===== config.mk =====
export PLATFORM = sky130hd
export DESIGN_NAME = ring_arbiter
export DESIGN_NICKNAME = d
export VERILOG_FILES = /design/src/rtl/ember_ring_pkg.sv /design/src/rtl/rr_picker.sv /design/src/rtl/ring_arbiter.sv
export SDC_FILE = /design/constraint.sdc
export NUM_CORES = 1
export LEC_CHECK = 0
export BUFFER_PORTS_ARGS = -buffer_cell sky130_fd_sc_hd__buf_2
export CAP_MARGIN = 10
export CORE_ASPECT_RATIO = 0.75
export CORE_MARGIN = 4
export CORE_UTILIZATION = 40
export DETAILED_ROUTE_END_ITERATION = 16
export MAX_ROUTING_LAYER = met4
export PLACE_DENSITY = 0.83
export SETUP_SLACK_MARGIN = 0.05
export SYNTH_ARGS = -nofsm -noshare
export SYNTH_HDL_FRONTEND = slang
export SYNTH_SLANG_ARGS = --single-unit

===== constraint.sdc =====
create_clock -name clk -period 4.7 [get_ports clk]
set_clock_uncertainty 0.15 [all_clocks]
set_input_delay 0.47 -clock clk [delete_from_list [all_inputs] [get_ports clk]]
set_output_delay 0.47 -clock clk [all_outputs]
set_load 0.01 [all_outputs]

===== src/rtl/ember_ring_pkg.sv =====
// ---------------------------------------------------------------------------
// ember_ring_pkg
// Shared definitions for the supercore ring stops: arbiter state encoding,
// the default L3 window and the width/default of the memory timeout counter.
// No ports (package).
// ---------------------------------------------------------------------------
package ember_ring_pkg;

    typedef enum logic [1:0] {
        ST_IDLE = 2'd0,
        ST_WAIT = 2'd1,
        ST_RESP = 2'd2
    } arb_state_t;

    // Default L3 window: [L3_BASE_DEF, L3_BASE_DEF + L3_SIZE_DEF)
    localparam logic [63:0] L3_BASE_DEF = 64'd0;
    localparam logic [63:0] L3_SIZE_DEF = 64'd4194304;

    // Memory completion timeout is tracked by an 8-bit counter.
    localparam int TMO_W       = 8;
    localparam int TIMEOUT_DEF = 255;

endpackage


===== src/rtl/rr_picker.sv =====
// ---------------------------------------------------------------------------
// rr_picker
// Combinational round-robin pick: rotates the request vector so that the
// pointer position becomes bit 0, then takes the lowest set bit. The returned
// index is in un-rotated (requester) numbering.
//   req   in  N     request bits
//   ptr   in  PW    highest-priority requester index (must be < N)
//   grant out PW    chosen requester index (0 when valid is low)
//   valid out 1     at least one request was set
// ---------------------------------------------------------------------------
module rr_picker #(
    parameter int N = 2,
    localparam int PW = (N > 1) ? $clog2(N) : 1
) (
    input  logic [N-1:0]  req,
    input  logic [PW-1:0] ptr,
    output logic [PW-1:0] grant,
    output logic          valid
);

    logic [2*N-1:0] dbl;
    logic [N-1:0]   rot;
    logic [PW:0]    sum;

    always_comb begin
        // Doubling the vector lets a plain right shift act as a rotate.
        dbl   = {req, req} >> ptr;
        rot   = dbl[N-1:0];
        grant = '0;
        valid = 1'b0;
        sum   = '0;
        for (int i = 0; i < N; i++) begin
            if (!valid && rot[i]) begin
                valid = 1'b1;
                sum   = {1'b0, ptr} + (PW+1)'(i);
                if (sum >= (PW+1)'(N)) begin
                    sum = sum - (PW+1)'(N);
                end
                grant = sum[PW-1:0];
            end
        end
    end

endmodule


===== src/rtl/ring_arbiter.sv =====
// ---------------------------------------------------------------------------
// ring_arbiter
// Round-robin arbiter between the supercore ring request ports and the shared
// L3 memory read port. Out-of-range addresses are answered with an error and
// never reach memory; a memory read that does not complete within TIMEOUT
// cycles is answered with an error.
//
// Handshake: a requester raises ring_req[i] with a stable ring_addr slice and
// holds both until it samples ring_ready[i] high (one-cycle pulse, at most one
// bit set). ring_err[i] and ring_rdata qualify that pulse. On the memory side
// mem_rd_en is a level held with a stable mem_addr until mem_rd_done pulses;
// mem_rd_data is taken in the cycle mem_rd_done is high.
//
//   clk          in   1                rising-edge clock
//   rst          in   1                asynchronous active-high reset
//   ring_req     in   NUM_REQ          per-requester request level
//   ring_addr    in   NUM_REQ*ADDR_W   requester i at [i*ADDR_W +: ADDR_W]
//   ring_ready   out  NUM_REQ          one-cycle response pulse
//   ring_err     out  NUM_REQ          error qualifier for ring_ready
//   ring_rdata   out  DATA_W           response data (0 on error)
//   mem_rd_en    out  1                memory read enable (level)
//   mem_addr     out  ADDR_W           memory read address
//   mem_rd_data  in   DATA_W           memory read data
//   mem_rd_done  in   1                memory completion pulse
// ---------------------------------------------------------------------------
module ring_arbiter
    import ember_ring_pkg::*;
#(
    parameter int          NUM_REQ = 2,
    parameter int          ADDR_W  = 64,
    parameter int          DATA_W  = 64,
    parameter logic [63:0] L3_BASE = L3_BASE_DEF,
    parameter logic [63:0] L3_SIZE = L3_SIZE_DEF,
    parameter int          TIMEOUT = TIMEOUT_DEF
) (
    input  logic                      clk,
    input  logic                      rst,
    input  logic [NUM_REQ-1:0]        ring_req,
    input  logic [NUM_REQ*ADDR_W-1:0] ring_addr,
    output logic [NUM_REQ-1:0]        ring_ready,
    output logic [NUM_REQ-1:0]        ring_err,
    output logic [DATA_W-1:0]         ring_rdata,
    output logic                      mem_rd_en,
    output logic [ADDR_W-1:0]         mem_addr,
    input  logic [DATA_W-1:0]         mem_rd_data,
    input  logic                      mem_rd_done
);

    localparam int PTR_W = (NUM_REQ > 1) ? $clog2(NUM_REQ) : 1;

    // Window bounds widened by one bit so base+size never wraps.
    localparam logic [ADDR_W:0] BASE_X    = {1'b0, ADDR_W'(L3_BASE)};
    localparam logic [ADDR_W:0] SIZE_X    = (ADDR_W+1)'(L3_SIZE);
    localparam logic [TMO_W:0]  TMO_LIMIT = (TMO_W+1)'(TIMEOUT);

    arb_state_t          state;
    logic [PTR_W-1:0]    ptr;
    logic [PTR_W-1:0]    grant_q;
    logic                err_q;
    logic [TMO_W-1:0]    tmo_cnt;

    logic [NUM_REQ-1:0]  req_eff;
    logic [PTR_W-1:0]    pick_grant;
    logic                pick_valid;
    logic [ADDR_W-1:0]   addr_arr [NUM_REQ];
    logic [ADDR_W-1:0]   pick_addr;
    logic [ADDR_W:0]     addr_x;
    logic [ADDR_W:0]     offset_x;
    logic                in_range;
    logic [NUM_REQ-1:0]  grant_onehot;

    // The requester just answered still holds req during its ready cycle
    // (it drops on the following edge), so it is masked to avoid a re-grant.
    assign req_eff = ring_req & ~ring_ready;

    rr_picker #(
        .N (NUM_REQ)
    ) u_picker (
        .req   (req_eff),
        .ptr   (ptr),
        .grant (pick_grant),
        .valid (pick_valid)
    );

    always_comb begin
        for (int i = 0; i < NUM_REQ; i++) begin
            addr_arr[i] = ring_addr[i*ADDR_W +: ADDR_W];
        end
    end

    assign pick_addr = addr_arr[pick_grant];

    always_comb begin
        addr_x   = {1'b0, pick_addr};
        offset_x = addr_x - BASE_X;
        // offset_x is only meaningful once addr >= base has been established.
        in_range = (addr_x >= BASE_X) && (offset_x < SIZE_X);
    end

    assign grant_onehot = NUM_REQ'(1) << grant_q;

    always_ff @(posedge clk or posedge rst) begin
        if (rst) begin
            state      <= ST_IDLE;
            ptr        <= '0;
            grant_q    <= '0;
            err_q      <= 1'b0;
            tmo_cnt    <= '0;
            ring_ready <= '0;
            ring_err   <= '0;
            ring_rdata <= '0;
            mem_rd_en  <= 1'b0;
            mem_addr   <= '0;
        end else begin
            ring_ready <= '0;
            ring_err   <= '0;
            case (state)
                ST_IDLE: begin
                    if (pick_valid) begin
                        grant_q <= pick_grant;
                        tmo_cnt <= '0;
                        if (in_range) begin
                            mem_rd_en <= 1'b1;
                            mem_addr  <= pick_addr;
                            state     <= ST_WAIT;
                        end else begin
                            err_q      <= 1'b1;
                            ring_rdata <= '0;
                            state      <= ST_RESP;
                        end
                    end
                end
                ST_WAIT: begin
                    if (mem_rd_done) begin
                        ring_rdata <= mem_rd_data;
                        err_q      <= 1'b0;
                        mem_rd_en  <= 1'b0;
                        state      <= ST_RESP;
                    end else if (({1'b0, tmo_cnt} + 1'b1) >= TMO_LIMIT) begin
                        // TIMEOUT waiting cycles have now elapsed.
                        ring_rdata <= '0;
                        err_q      <= 1'b1;
                        mem_rd_en  <= 1'b0;
                        state      <= ST_RESP;
                    end else begin
                        tmo_cnt <= tmo_cnt + 1'b1;
                    end
                end
                ST_RESP: begin
                    ring_ready <= grant_onehot;
                    ring_err   <= err_q ? grant_onehot : '0;
                    ptr        <= (grant_q == PTR_W'(NUM_REQ - 1)) ? '0 : grant_q + 1'b1;
                    state      <= ST_IDLE;
                end
                default: begin
                    state <= ST_IDLE;
                end
            endcase
        end
    end

endmodule


# Yosys cells after proc, flatten, opt, wreduce, memory -nomap -nowiden
# Cells that the tools add are included.
word_totals:
  out_inout_bits: 133
  ff_bits: 146
  in_bits: 197
  wordCells: 81
classes:
  bitwise_logic: 3
  n_mux: 37
  shifts: 2
  magnitude_cmp: 5
  reduce_logical: 10
  add_sub_neg: 6
  eq_ne: 8
ops:
  columns: ["operator", "count"]
  rows:
  - ["$mux W64", 7]
  - ["$pmux W64 S2", 1]
  - ["$lt A64 B23 Y1 const B", 1]
  - ["$mux W8", 3]
  - ["$pmux W8 S2", 1]
  - ["$mux W1", 15]
  - ["$mux W2", 7]
  - ["$reduce_and A4 Y1", 3]
  - ["$ne A2 B2 Y1 const B", 5]
  - ["$add A8 B1 Y9 const B", 1]
  - ["$ge A9 B8 Y1 const B", 1]
  - ["$add A8 B1 Y8 const B", 1]
  - ["$ge A2 B2 Y1 const B", 2]
  - ["$pmux W1 S2", 2]
  - ["$pmux W2 S2", 1]
  - ["$reduce_and A2 Y1", 2]
  - ["$shr A4 B1 Y2", 1]
  - ["$ne A3 B3 Y1 const B", 1]
  - ["$reduce_and A3 Y1", 1]
  - ["$add A1 B1 Y2 const B", 1]
  - ["$and A2 B2 Y2", 1]
  - ["$eq A2 B1 Y1 const B", 1]
  - ["$eq A2 B2 Y1 const B", 1]
  - ["$ge A1 B2 Y1 const B", 1]
  - ["9 further kinds", 10]

# Depth between registers and ports, before layout
depth:
  ltp_word: 15
  depth_mapped: 9
  mapped_depth_nobuf: 7

# Modules after synthesis
# From an unflattened synthesis, not the netlist that was laid out.
unflattened:
  hier_cells: 584
  hier_area_um2: 6481.2
modules_own_cells:
  columns: ["mod", "seq_area_each_um2", "instances", "cells_each", "area_each_um2"]
  rows:
  - ["ring_arbiter", 3653.5, 1, 581, 6463.7]
  - ["rr_picker", 0.0, 1, 3, 17.5]

# Worst setup path before layout
# Ideal clock, no wire load.
synth_path:
  path_type: "reg2reg"
  start: "register tmo_cnt[1]"
  end: "register ring_rdata[15]"
  period_less_slack_ns: 2.177
  slack_ns: 2.523
  arrival_time_ns: 1.906
  required_time_ns: 4.429
  stages_incl_launch_ff: 10
  setup_ns: 0.121
  path_buffers: 2
  cell_sequence: "dfrtp_1 > ha_1 > nand2_1 > o31ai_2 > a41o_1 > o211ai_1 > o21bai_4 > buf_6 > buf_6 > a22o_1"
synth_via:
  elab_chain_cells: 4
synth_lines:
  columns: ["element", "line_no", "rtl"]
  rows:
  - ["start: declaration", "ring_arbiter.sv:60", "logic [TMO_W-1:0] tmo_cnt;"]
  - ["start signal: assignment", "ring_arbiter.sv:146", "tmo_cnt <= tmo_cnt + 1'b1;"]
  - ["$add A8 B1 Y9", "ring_arbiter.sv:139", "end else if (({1'b0, tmo_cnt} + 1'b1) >= TMO_LIMIT) begin"]
  - ["$ge A9 B8 Y1", "ring_arbiter.sv:139", null]
  - ["$ne A3 B3 Y1 (no line)", null, null]
  - ["$reduce_and A4 Y1 (no line)", null, null]
  - ["end signal: assignment", "ring_arbiter.sv:135", "ring_rdata <= mem_rd_data;"]
  - ["end: declaration", "ring_arbiter.sv:42", "output logic [DATA_W-1:0] ring_rdata,"]
# Every way passes these cells.
# A chain may end at the register's enable or synchronous reset.

# Final worst setup path
layout_path:
  start: "register ring_ready[1]"
  end: "register ring_rdata[12]"
layout_via:
  elab_chain_cells: 14
  word_cells_on_any_way: 17
  classes_between: "order compare (1); eq/ne (2); shift (1); mux (7); bitwise (3); reduce/logical (3)"
layout_lines:
  columns: ["element", "line_no", "rtl"]
  rows:
  - ["start: declaration", "ring_arbiter.sv:40", "output logic [NUM_REQ-1:0] ring_ready,"]
  - ["start signal: assignment", "ring_arbiter.sv:150", "ring_ready <= grant_onehot;"]
  - ["$not A2 Y2 (*)", "ring_arbiter.sv:74", "assign req_eff = ring_req & ~ring_ready;"]
  - ["$and A2 B2 Y2 (*)", "ring_arbiter.sv:74", null]
  - ["$shr A4 B1 Y2 (*)", "rr_picker.sv:27", "dbl = {req, req} >> ptr;"]
  - ["$mux W1", "rr_picker.sv:33", "if (!valid && rot[i]) begin"]
  - ["$logic_not A1 Y1", "rr_picker.sv:33", null]
  - ["$logic_and A1 B1 Y1", "rr_picker.sv:33", null]
  - ["$mux W1", "rr_picker.sv:33", null]
  - ["$not A1 Y2 (not written as such)", "ring_arbiter.sv:91", "assign pick_addr = addr_arr[pick_grant];"]
  - ["$mux W64 (not written as such) (3 in a row)", "ring_arbiter.sv:91", null]
  - ["$lt A64 B23 Y1", "ring_arbiter.sv:97", "in_range = (addr_x >= BASE_X) && (offset_x < SIZE_X);"]
  - ["$ne A2 B2 Y1 (no line)", null, null]
  - ["$reduce_and A4 Y1 (no line) (*)", null, null]
# Mark *: on every way between the ends. The rest lies on a longest branch, timed or not. The select of a mux whose other input is x is not followed.

==> flow_metrics.env <==
export IMPL_outcome="completed"
export IMPL_end_kind="register"
export IMPL_die_area_sq_um=16300
export IMPL_netlist_area_sq_um=5730
export IMPL_synthCells=457
export IMPL_drtPass1Iterations=5
export IMPL_route_met2_wl_um=7500
export IMPL_htreeDepth=4
export IMPL_p_sw_w=0.000824
export IMPL_netlist_cell_type_count=47
export IMPL_critPathTopFamily="simple AND/OR/NAND/NOR gates"
export IMPL_cts_path_max_buffers=2
export IMPL_maxSlewHeadroom=0.304
export IMPL_insertion_delay_ps=400
export IMPL_wl_met3_um=1140
export IMPL_hold_class="in -> reg"
export IMPL_slowest_delay_ps=920
export IMPL_final_cells=972
export IMPL_diodes=0
export IMPL_root_buffer="clkbuf_16"
export IMPL_placedCellCount=940
export IMPL_power_density_nw_per_um2=373
export IMPL_grt_pass1_wl_um=25900
export IMPL_viasPerCell=5.09
export IMPL_cp_cell_sequence="nor2b_1, o21ai_2, buf_4, nor4_1, nor3_1, o21bai_4, buf_4, a22o_1"
export IMPL_crit_type="reg -> reg"
export IMPL_power_internal_w=0.00220
export IMPL_slew_viol_final=0
export IMPL_dieWidth_um=146
export IMPL_postCtsSetupBuffers=0
export IMPL_numCtsBuffers=17
export IMPL_worstSetupStartpointType="register"
export IMPL_timing_final_crit_share=0.657
export IMPL_seq_area_frac_synth=0.637
export IMPL_drt_met1_wl_um=7570
export IMPL_die_h_um=112
export IMPL_cts_sinks=146
export IMPL_dp_hpwl_um=12100
export IMPL_antenna_found_initial=0
export IMPL_gr_usage_all_layers=0.201
export IMPL_cpMostUsedCell="buf_4"
export IMPL_path_clk_slew_ps=70
export IMPL_drive_gt1_frac=0.473
export IMPL_cts_tree="built"
export IMPL_cts_hold_buf=0
export IMPL_grt_ovfl_total=0
export IMPL_pwr_share_clk=0.427
export IMPL_crit_required_ps=4880
export IMPL_setup_viol=0
export IMPL_rsz0062_at_grt="no"
export IMPL_fmax_ghz=0.324
export IMPL_io_buffers=329
export IMPL_grt_max_degree=121
export IMPL_placementRows=37
export IMPL_leakage_nw=4.60
export IMPL_cp_arrival_ps=3270
export IMPL_ant_nets=0
export IMPL_period_needed_ps=3090
export IMPL_final_common_cell="buf_2"
export IMPL_fin_tns_setup_ps=0
export IMPL_final_cell_mix="329 x buf_2, 146 x dfrtp_1, 64 x a22o_1"
export IMPL_ctsResizeCount=0
export IMPL_num_vias=4945
export IMPL_nFillCells=1185
export IMPL_start_util=0.413
export IMPL_seqPwrFrac=0.433
export IMPL_max_vdd_ir_drop_v=0.000227
export IMPL_coreArea_sq_um=13900
export IMPL_finalWeightedCongestion=0.994
export IMPL_timing_critical_path_buf_inv=2
export IMPL_cpMaxStageDelayCell="nor4_1"
export IMPL_drc_errors=0
export IMPL_syn_nets=656
export IMPL_crit_path_max_fanout=45
export IMPL_yosysWarnings=0
export IMPL_final_nets=983
export IMPL_area_growth_pct=41.1
export IMPL_dr_max_layer_used="met4"
export IMPL_routed_wl_um=16300
export IMPL_yosys_register_bits=146
export IMPL_pin_count=330
export IMPL_pwr_share_comb=0.140
export IMPL_hold_viol=0
export IMPL_synth_area_per_cell_sq_um=12.5
export IMPL_drtIter0Drc=425
export IMPL_grt_pass1_vias=4977
export IMPL_switching_share=0.273
export IMPL_routedWlPerCell_um=16.8
export IMPL_tightest_slew_ps=1030
export IMPL_drv_cap=0
cell type report:
class | instances | area (sq um) | area share
clock inverter | 15 | 146 | 0.0181
clock buffer | 17 | 425 | 0.0526
timing repair buffer | 335 | 1690 | 0.209
multi-input combinational | 278 | 1920 | 0.238
tap | 175 | 219 | 0.0271
inverter | 6 | 27.5 | 0.00340
sequential | 146 | 3650 | 0.452
Yosys cell counts (all sizes together):
library cell	count	area, sq um
nor3	4	20.0
inv	5	18.8
xnor2	1	8.76
clkinv	1	3.75
o211a	1	10.0
a22o	64	561
o211ai	1	7.51
ha	2	25.0
a31oi	1	6.26
clkbuf	17	63.8
a41oi	1	8.76
and3b	1	8.76
nand2	30	113
a211o	1	8.76
nor2	14	52.6
nand2b	2	12.5
nand3b	1	7.51
and2	42	263
o31ai	5	42.5
nand3	6	35.0
buf	10	80.1
a21boi	1	7.51
o21ai	33	169
a22oi	1	21.3
mux2i	22	220
nor2b	3	18.8
o41ai	1	8.76
o21bai	2	26.3
o32ai	1	8.76
a21oi	2	10.0
nor4b	1	8.76
or3	2	17.5
a41o	1	10.0
dfrtp	146	3650
nor3b	1	7.51
nor4	24	150
and3	2	12.5
nand4	4	25.0
per-layer routing:
layer  global-route usage  vias to the layer above
li1                     -                     2317
met4               0.0382                        0
met1                0.291                     2382
met3               0.0464                       18
met5                    -                        -
met2                0.293                      228
cell families (layout without fill, tap and decap cells):
family | after synthesis | count (layout) | share of synthesized area
DFF | 146 | 146 | 0.637
and+or+nand+nor | 137 | 137 | 0.131
AOI/OAI and AO/OA | 116 | 116 | 0.158
muxes | 22 | 22 | 0.0384
xor gates and xnor gates | 1 | 1 | 0.00153
buffers and inverters | 33 | 373 | 0.0290
adders and majority gates | 2 | 2 | 0.00437
through the flow:
step           setup WS (ps)  total power, W  cell area (sq um)  utilization  hold slack [ps]
2_1_floorplan            157         0.00162               5730            -              275
3_3_place_gp            1500         0.00175               7520        0.541              289
3_5_place_dp            1460         0.00175               7520        0.541              295
4_1_cts                 1680         0.00306               8090        0.582              119
5_1_grt                 1440         0.00317               8090        0.582              119
6_report                1610         0.00302               8090        0.582              140
power by group through the flow:
| stage | sequential (W) | clock, W | combinational [W] |
|---|---|---|---|
| 3_5_place_dp | 0.00133 | 0 | 0.000424 |
| 4_1_cts | 0.00131 | 0.00133 | 0.000425 |
| 5_1_grt | 0.00131 | 0.00139 | 0.000470 |
| 2_1_floorplan | 0.00133 | 0 | 0.000287 |
| 6_report | 0.00131 | 0.00129 | 0.000423 |
| 3_3_place_gp | 0.00133 | 0 | 0.000417 |
worst reg2reg max path, delay by kind of cell (launching register included):
family          cells  cell delay, ps
compound gates      3             500
buf+inv             2             670
flops               1             400
simple gates        3            1290
state kept, by name, indices dropped and copies added (netlist names):
register and flops:
ring_ready 2, state 2, ptr 1, mem_rd_en 1
ring_rdata 64, err_q 1, mem_addr 64, ring_err 2
grant_q 1, tmo_cnt 8
final timing paths:
path                                 start              to  slack (ps)  depth (start not counted)
max in group asynchronous              rst      tmo_cnt[5]        3270                          3
min reg2reg                        grant_q   ring_ready[0]         300                          1
max reg2reg                  ring_ready[1]  ring_rdata[12]        1610                          8
min in group asynchronous              rst  ring_rdata[25]         170                          2
max                          ring_ready[1]  ring_rdata[12]        1610                          8
min                        mem_rd_data[11]  ring_rdata[11]         140                          2
No activity file was read; power rests on OpenSTA's default activity.
